File: config.mk
export PLATFORM = sky130hd
export DESIGN_NAME = sevseg_scan_ctrl
export DESIGN_NICKNAME = d
export VERILOG_FILES = /design/src/rtl/sevseg_scan_ctrl.sv
export SDC_FILE = /design/constraint.sdc
export NUM_CORES = 1
export LEC_CHECK = 0
export ABC_AREA = 0
export CAP_MARGIN = 20
export CORE_MARGIN = 2
export CORE_UTILIZATION = 50
export DETAILED_ROUTE_END_ITERATION = 12
export GPL_TIMING_DRIVEN = 0
export HOLD_SLACK_MARGIN = 0.1
export PLACE_DENSITY = 0.83
export SETUP_SLACK_MARGIN = 0.02
export SYNTH_ARGS = -nofsm -noshare
export SYNTH_HDL_FRONTEND = slang
export SYNTH_SLANG_ARGS = --single-unit
File: constraint.sdc
create_clock -name i_clk -period 2.3 [get_ports i_clk]
set_input_delay 0.345 -clock i_clk [delete_from_list [all_inputs] [get_ports i_clk]]
set_output_delay 0.345 -clock i_clk [all_outputs]
set_load 0.05 [all_outputs]
File: src/rtl/sevseg_scan_ctrl.sv
// Purpose : two-digit PmodSSD refresh scheduler with anti-ghost blanking, PWM brightness and
//           frame-aligned double-buffered pattern updates.
// Latency : all outputs registered, 1 cycle behind the internal state; no backpressure (LOAD always accepted).
//
// Ports:
//   i_clk        system clock
//   i_rst_n      asynchronous active-low reset
//   i_enable     1 = scan the display, 0 = dark/idle
//   i_seg0_in    digit0 pattern {g,f,e,d,c,b,a}, 1 = lit
//   i_seg1_in    digit1 pattern, same encoding
//   i_load       1-cycle strobe capturing both patterns into the shadow registers
//   i_bright     PWM on-time per 2^PWM_BITS phase, sampled every cycle
//   o_load_ack   1-cycle pulse once a captured pattern has become live
//   o_frame_tick 1-cycle pulse at the start of every frame
//   o_pmod       {digit_sel, seg[6:0]} to the Pmod pins
module sevseg_scan_ctrl #(
    parameter int SLOT_CYCLES  = 6000,
    parameter int BLANK_CYCLES = 60,
    parameter int PWM_BITS     = 4
) (
    input  logic                i_clk,
    input  logic                i_rst_n,
    input  logic                i_enable,
    input  logic [6:0]          i_seg0_in,
    input  logic [6:0]          i_seg1_in,
    input  logic                i_load,
    input  logic [PWM_BITS-1:0] i_bright,
    output logic                o_load_ack,
    output logic                o_frame_tick,
    output logic [7:0]          o_pmod
);

    localparam int CNT_W = $clog2(SLOT_CYCLES);
    localparam logic [CNT_W-1:0] BLANK_LAST = CNT_W'(BLANK_CYCLES - 1);
    localparam logic [CNT_W-1:0] SLOT_LAST  = CNT_W'(SLOT_CYCLES - 1);

    typedef enum logic [2:0] {
        S_IDLE   = 3'd0,
        S_BLANK0 = 3'd1,
        S_SHOW0  = 3'd2,
        S_BLANK1 = 3'd3,
        S_SHOW1  = 3'd4
    } state_t;

    state_t              r_state;
    state_t              w_next;
    logic [CNT_W-1:0]    r_slot_cnt;
    logic [PWM_BITS-1:0] r_pwm_cnt;
    logic [6:0]          r_shadow0;
    logic [6:0]          r_shadow1;
    logic [6:0]          r_active0;
    logic [6:0]          r_active1;
    logic                r_pending;

    logic                w_enter_blank;
    logic                w_boundary;
    logic                w_xfer;
    logic                w_frame_start;
    logic                w_lit;
    logic                w_digit;
    logic [6:0]          w_seg;
    logic [7:0]          w_pmod;

    // Next-state logic. ENABLE low overrides everything and parks the scanner.
    always_comb begin
        w_next = r_state;
        case (r_state)
            S_IDLE:   if (i_enable)                 w_next = S_BLANK0;
            S_BLANK0: if (r_slot_cnt == BLANK_LAST) w_next = S_SHOW0;
            S_SHOW0:  if (r_slot_cnt == SLOT_LAST)  w_next = S_BLANK1;
            S_BLANK1: if (r_slot_cnt == BLANK_LAST) w_next = S_SHOW1;
            S_SHOW1:  if (r_slot_cnt == SLOT_LAST)  w_next = S_BLANK0;
            default:                                w_next = S_IDLE;
        endcase
        if (!i_enable) begin
            w_next = S_IDLE;
        end
    end

    assign w_enter_blank = ((w_next == S_BLANK0) || (w_next == S_BLANK1)) && (w_next != r_state);
    assign w_frame_start = (w_next == S_BLANK0) && (r_state != S_BLANK0);

    // Patterns may only change while nothing is being shown: in IDLE, or on the
    // first cycle of BLANK0. Slot count 0 occurs once per BLANK0 visit.
    assign w_boundary = (r_state == S_IDLE) ||
                        ((r_state == S_BLANK0) && (r_slot_cnt == '0));
    assign w_xfer     = w_boundary && (i_load || r_pending);

    // Segment drive for the current cycle, registered below.
    assign w_lit = (r_pwm_cnt < i_bright);

    always_comb begin
        w_digit = 1'b0;
        w_seg   = 7'h00;
        case (r_state)
            S_BLANK0: w_digit = 1'b0;
            S_SHOW0: begin
                w_digit = 1'b0;
                w_seg   = w_lit ? r_active0 : 7'h00;
            end
            S_BLANK1: w_digit = 1'b1;
            S_SHOW1: begin
                w_digit = 1'b1;
                w_seg   = w_lit ? r_active1 : 7'h00;
            end
            default: begin
                w_digit = 1'b0;
                w_seg   = 7'h00;
            end
        endcase
    end

    // Gating with ENABLE makes the pins go dark on the cycle right after ENABLE falls.
    assign w_pmod = i_enable ? {w_digit, w_seg} : 8'h00;

    always_ff @(posedge i_clk or negedge i_rst_n) begin
        if (!i_rst_n) begin
            r_state      <= S_IDLE;
            r_slot_cnt   <= '0;
            r_pwm_cnt    <= '0;
            r_shadow0    <= 7'h00;
            r_shadow1    <= 7'h00;
            r_active0    <= 7'h00;
            r_active1    <= 7'h00;
            r_pending    <= 1'b0;
            o_load_ack   <= 1'b0;
            o_frame_tick <= 1'b0;
            o_pmod       <= 8'h00;
        end else begin
            r_state <= w_next;

            // The slot counter spans blank+show of one digit, so it keeps counting
            // across BLANKn->SHOWn and only restarts at the next blank.
            if ((w_next == S_IDLE) || w_enter_blank) begin
                r_slot_cnt <= '0;
                r_pwm_cnt  <= '0;
            end else begin
                r_slot_cnt <= r_slot_cnt + 1'b1;
                r_pwm_cnt  <= r_pwm_cnt + 1'b1;
            end

            // Off-boundary loads park in the shadow; repeated loads just overwrite it.
            if (i_load && !w_boundary) begin
                r_shadow0 <= i_seg0_in;
                r_shadow1 <= i_seg1_in;
                r_pending <= 1'b1;
            end

            // A load on the boundary cycle itself bypasses the shadow.
            if (w_xfer) begin
                r_active0 <= i_load ? i_seg0_in : r_shadow0;
                r_active1 <= i_load ? i_seg1_in : r_shadow1;
                r_pending <= 1'b0;
            end

            o_load_ack   <= w_xfer;
            o_frame_tick <= w_frame_start;
            o_pmod       <= w_pmod;
        end
    end

endmodule

# Word level (Yosys, flattened, before mapping)
# Index checks and enable logic that the tools add are counted.
[op_classes] n_addsub=2 order_cmp=1 n_eq_ne=10 muxes=17 reduce_logical=15
[op_table] cell="$mux 7" n=4
[op_table] cell="$mux 3" n=5
[op_table] cell="$pmux 3 s5" n=1
[op_table] cell="$pmux 7 s2" n=1
[op_table] cell="$add 13x1->13 const B" n=1
[op_table] cell="$eq 13x13->1 const B" n=1
[op_table] cell="$eq 13x6->1 const B" n=1
[op_table] cell="$logic_not 13->1" n=1
[op_table] cell="$mux 13" n=1
[op_table] cell="$eq 3x2->1 const B" n=3
[op_table] cell="$mux 8" n=1
[op_table] cell="$eq 3x1->1 const B" n=2
[op_table] cell="$logic_not 3->1" n=2
[op_table] cell="$logic_and 1x1->1" n=5
[op_table] cell="$add 4x1->4 const B" n=1
[op_table] cell="$logic_or 1x1->1" n=4
[op_table] cell="$lt 4x4->1" n=1
[op_table] cell="$mux 4" n=1
[op_table] cell="$eq 3x3->1 const B" n=1
[op_table] cell="$mux 1" n=3
[op_table] cell="$ne 3x1->1 const B" n=1
[op_table] cell="$ne 3x3->1" n=1
[op_table] cell="$reduce_bool 2->1" n=1
[op_table] cell="$reduce_or 2->1" n=1
[op_table] cell="$logic_not 1->1" n=1
[word_totals] regBits=59 inputBits=22 output_inout_bits=10 wordCells=56

# Depth between registers and ports, before layout
[logic_depth] word_depth=9 depth_mapped=8 depth_no_buf=6

# Worst setup path after synthesis
# No wires, ideal clock.
[synth_path] path_kind="reg-to-reg" startpoint="reg r_slot_cnt[9]" endpoint="reg r_shadow0[0]" arrival_time_ps=2299 t_required_ps=2175 path_slack_ps=-124 path_stages_with_launch=7 n_path_buf=2 path_cell_list="dfrtp_1 or4_4 or4_4 buf_6 nand3_1 buf_4 mux2_2"
[synth_via] elab_chain_len=5
[synth_lines] item="from (decl)" line="47" source="logic [CNT_W-1:0] r_slot_cnt;"
[synth_lines] item="from (signal assigned)" line="138" source="r_slot_cnt <= r_slot_cnt + 1'b1;"
[synth_lines] item="$logic_not 13->1" line="86" source="((r_state == S_BLANK0) && (r_slot_cnt == '0));"
[synth_lines] item="$logic_and 1x1->1" line="86"
[synth_lines] item="$logic_or 1x1->1" line="85" source="assign w_boundary = (r_state == S_IDLE) ||"
[synth_lines] item="$logic_not 1->1" line="143" source="if (i_load && !w_boundary) begin"
[synth_lines] item="$logic_and 1x1->1" line="143"
[synth_lines] item="to (signal assigned)" line="144" source="r_shadow0 <= i_seg0_in;"
[synth_lines] item="to (decl)" line="49" source="logic [6:0] r_shadow0;"
# Every way passes these cells.
# A chain may end at the register's enable or synchronous reset.

# Final worst setup path
[layout_path] startpoint="reg r_slot_cnt[9]" endpoint="reg r_active1[5]"
[layout_via] elab_chain_len=4
[layout_lines] item="$logic_not 13->1" line="86"
[layout_lines] item="$logic_and 1x1->1" line="86"
[layout_lines] item="$logic_or 1x1->1" line="85"
[layout_lines] item="$logic_and 1x1->1" line="87" source="assign w_xfer = w_boundary && (i_load || r_pending);"
[layout_lines] item="to (signal assigned)" line="152" source="r_active1 <= i_load ? i_seg1_in : r_shadow1;"
[layout_lines] item="to (decl)" line="52" source="logic [6:0] r_active1;"
# Every way passes these cells.

==> summary.md <==
| Metric | Value |
|---|---|
| Cell area after synthesis | `0.00282 mm²` |
| Failing checks | `negative setup slack` |
| CTS tree | `done` |
| CP top delay family | `simple AND/OR/NAND/NOR gates` |
| # IOs | `32` |
| Leak | `1.45 nW` |
| Sw Pwr | `0.692 mW` |
| Die width | `79.1 µm` |
| Worst slew pin tran | `0.940 ns` |
| Top cell type by total area after synthesis | `dfrtp_1` |
| First-pass GRT wire length | `9480 µm` |
| Req. time, crit path | `2.54 ns` |
| Total grt overflow | `0` |
| Internal power | `2.00 mW` |
| Crit path top cell by count | `or4_4` |
| Wire per inst | `14.5 µm` |
| Combinational fraction of design power | `0.139` |
| Cell area power density | `759 mW/mm²` |
| Synth area leaders | `dfrtp_1, a211oi_1, mux2_2, a221o_1, xnor2_1` |
| Crit share post-route | `1.03` |
| Clk root buf | `clkbuf_8` |
| TNS Setup | `-1.30 ns` |
| Clk pwr share | `0.391` |
| Total number of vias | `2086` |
| Seq pwr share | `0.470` |
| Clock Latency Late Sink | `0.35 ns` |
| Sequential area share after synthesis | `0.523` |
| DR DRC count | `0` |
| Synthesis-to-layout area growth | `25.7%` |
| Slew headroom | `0.367` |
| Post-place setup slack | `-0.376 ns` |
| Final Hold Fails | `0` |
| Initial Util | `0.516` |
| Busiest grt layer | `met2` |
| M1 GR Usage | `0.246` |
| Drt initial violations | `156` |
| CP max stage cell | `or4_4` |
| Tot Pwr | `2.69 mW` |
| Library cells used by synthesis | `39` |
| CP Max Fanout | `7` |
| Final ANT Viol Nets | `0` |
| Number of global-route vias before repair | `2064` |
| CTS Buf Count | `9` |
| Drt first pass iters | `4` |
| Detailed Place HPWL | `3880 µm` |
| Status | `finished with violations` |
| H-tree levels | `3` |
| Fin cells | `383` |
| Vias per inst | `5.45` |
| Top cell type's share of synthesized area | `0.523` |
| Fill cells | `413` |
| Met2 Use GR | `0.321` |
| Flops & latches, synth | `59` |
| M3 GR Usage | `0.0659` |
| Clock Pin Slew Worst Setup and Hold Paths | `0.07 ns` |
| Switch share | `0.257` |
| Total GRT Usage | `0.201` |
| CP Cell Sequence | `or4_4 -> or4_4 -> a21o_4 -> buf_6 -> a221o_1` |
| Max Cap Viol | `0` |
| Worst Setup Start Kind | `flop` |
| Synth Instances | `257` |
| Worst hold path class | `primary input to asynchronous set/reset pin` |
| Post-Route WL | `5550 µm` |
| Setup WS post-layout | `-0.0765 ns` |
| N_diodes | `0` |
| Critical Path Sink Type | `flop` |
| Net Count, Synth | `285` |
| Clock Skews | `0.00797 ns` |
| Setup violations, final | `19` |
| Nets | `334` |
| Post-synth EDFFs | `0` |
| Layout cells sized above 1 | `0.177` |
| Avg Inst Size Synth | `11.0 µm²` |
| WS Path Type | `flop to flop` |
| Clock tree sinks | `59` |
| Placeable Area | `0.00547 mm²` |
| Antenna violations before repair | `0` |
| Most common flop cell mapped by yosys | `dfrtp_1` |
| Synth warn | `0` |
| Buffers & Inverters on Critical Path | `1` |
| Max Transition Viols Final | `0` |
| Min cycle time layout | `2.38 ns` |
| Critical Path AT | `2.61 ns` |
| Largest net degree at the start of global routing | `45` |
| Die area | `0.00626 mm²` |
| CP max stage delay | `0.62 ns` |
| Port bufs | `30` |
| Unrepaired setup endpoints after global routing | `true` |
| Clk buf depth | `2` |
| Async SR Flop Fraction | `1.00` |
| Hold_ws | `0.445 ns` |
| Std cell rows | `27` |
| Final RePlAce weighted congestion | `0.831` |
| Peak supply drop | `468 µV` |
| Peak Freq | `0.421 GHz` |
| Die height | `79.1 µm` |
| Placed instance count | `360` |
## per-layer routing
layer / wire length, µm / part of all wire
met1: 2580 / 0.46
met2: 2590 / 0.47
met3: 221 / 0.040
met4: 161 / 0.029
met5: 0 / 0
## synthesized netlist by cell type (all sizes together), types with 2 or more instances
master   n
ha       6
xnor2   12
dfrtp   59
buf      5
or3      2
mux2    14
a22oi    8
a21o     3
inv     10
a21oi    2
nor4     2
a211oi  21
or4      4
clkbuf  13
nor3    18
nand2b   4
nand3    6
a221o   14
nor2b    2
o22a     2
nand2   21
nand4b   2
xor2     2
nor2    14
nand4    2
## cell families (layout without fill, tap and decap cells)
group | after synthesis | in the layout | share of synthesized area
buf+inv | 29 | 83 | 0.0457
flops | 59 | 59 | 0.523
mux | 15 | 15 | 0.0594
simple gates | 80 | 80 | 0.143
xor+xnor | 14 | 14 | 0.0434
compound gates | 54 | 54 | 0.159
fa+ha+maj | 6 | 6 | 0.0266
## state kept, by name (all words and copies together) (netlist names)
register	count
o_pmod	8
r_active1	7
r_slot_cnt	13
o_frame_tick	1
o_load_ack	1
r_pending	1
r_state	3
r_shadow1	7
r_shadow0	7
r_pwm_cnt	4
r_active0	7
## final timing paths
kind                                    startpoint                  endpoint  slack [ns]  cells after the start
setup / recovery           r_slot_cnt[9]$_DFF_PN0_  r_active1[5]$_DFFE_PN0P_       -0.08                      5
hold / removal                             i_rst_n  r_shadow1[0]$_DFFE_PN0P_        0.45                      2
setup reg to reg           r_slot_cnt[9]$_DFF_PN0_  r_active1[5]$_DFFE_PN0P_       -0.08                      5
hold reg to reg             r_pwm_cnt[0]$_DFF_PN0_    r_pwm_cnt[0]$_DFF_PN0_        0.49                      1
max in group asynchronous                  i_rst_n   r_slot_cnt[4]$_DFF_PN0_        1.31                      3
min in group i_clk                          i_load     r_pending$_DFFE_PN0P_        0.46                      3
## worst reg2reg max path, stage by stage (launching register included)
cell and delay (ns):
dfrtp_1 0.40, or4_4 0.54, or4_4 0.62, a21o_4 0.27, buf_6 0.13, a221o_1 0.31
## per-stage QoR
stage	util	instance area [µm²]
finish	0.648	3550
global placement	0.590	3230
floorplan	-	2840
detailed placement	0.593	3240
global route	0.648	3550
CTS	0.646	3530
## power by group through the flow
stage | logic (mW) | clock network [mW] | registers [mW]
2_1_floorplan | 0.246 | 0 | 1.27
4_1_cts | 0.378 | 1.07 | 1.26
6_report | 0.375 | 1.05 | 1.27
5_1_grt | 0.418 | 1.11 | 1.28
3_3_place_gp | 0.351 | 0 | 1.28
3_5_place_dp | 0.365 | 0 | 1.28
## final cells by class
type / count / area [µm²] / share of cell area
sequential: 59 / 1480 / 0.416
multi-input combinational: 169 / 1240 / 0.350
timing repair buffer: 40 / 389 / 0.110
clock buffer: 9 / 124 / 0.0349
clock inverter: 7 / 103 / 0.0289
tap: 72 / 90.1 / 0.0254
buffer: 16 / 80.1 / 0.0226
inverter: 11 / 41.3 / 0.0116
## layout by cell type, fill, tap and decap left out, types with 4 or more instances in the layout
cell	n
nand2b_1	4
mux2_2	14
nor3_1	18
nand3_1	4
inv_1	10
ha_1	5
nor2_1	14
buf_4	7
a211oi_1	21
clkbuf_8	9
nand2_1	21
a22oi_1	8
xnor2_1	12
clkbuf_1	11
clkdlybuf4s50_1	29
a221o_1	14
dfrtp_1	58
clkinv_4	4
## what timing repair did
item                                   in CTS  in global routing
hold buffers                                1                  0
setup endpoints to repair                  38                 43
endpoints found under the hold margin      15                  0
setup buffers                               6                  1
gates cloned                                1                  0
pin swaps                                   3                  4
resized for setup                           6                  2
(Power assumes the default switching activity.)
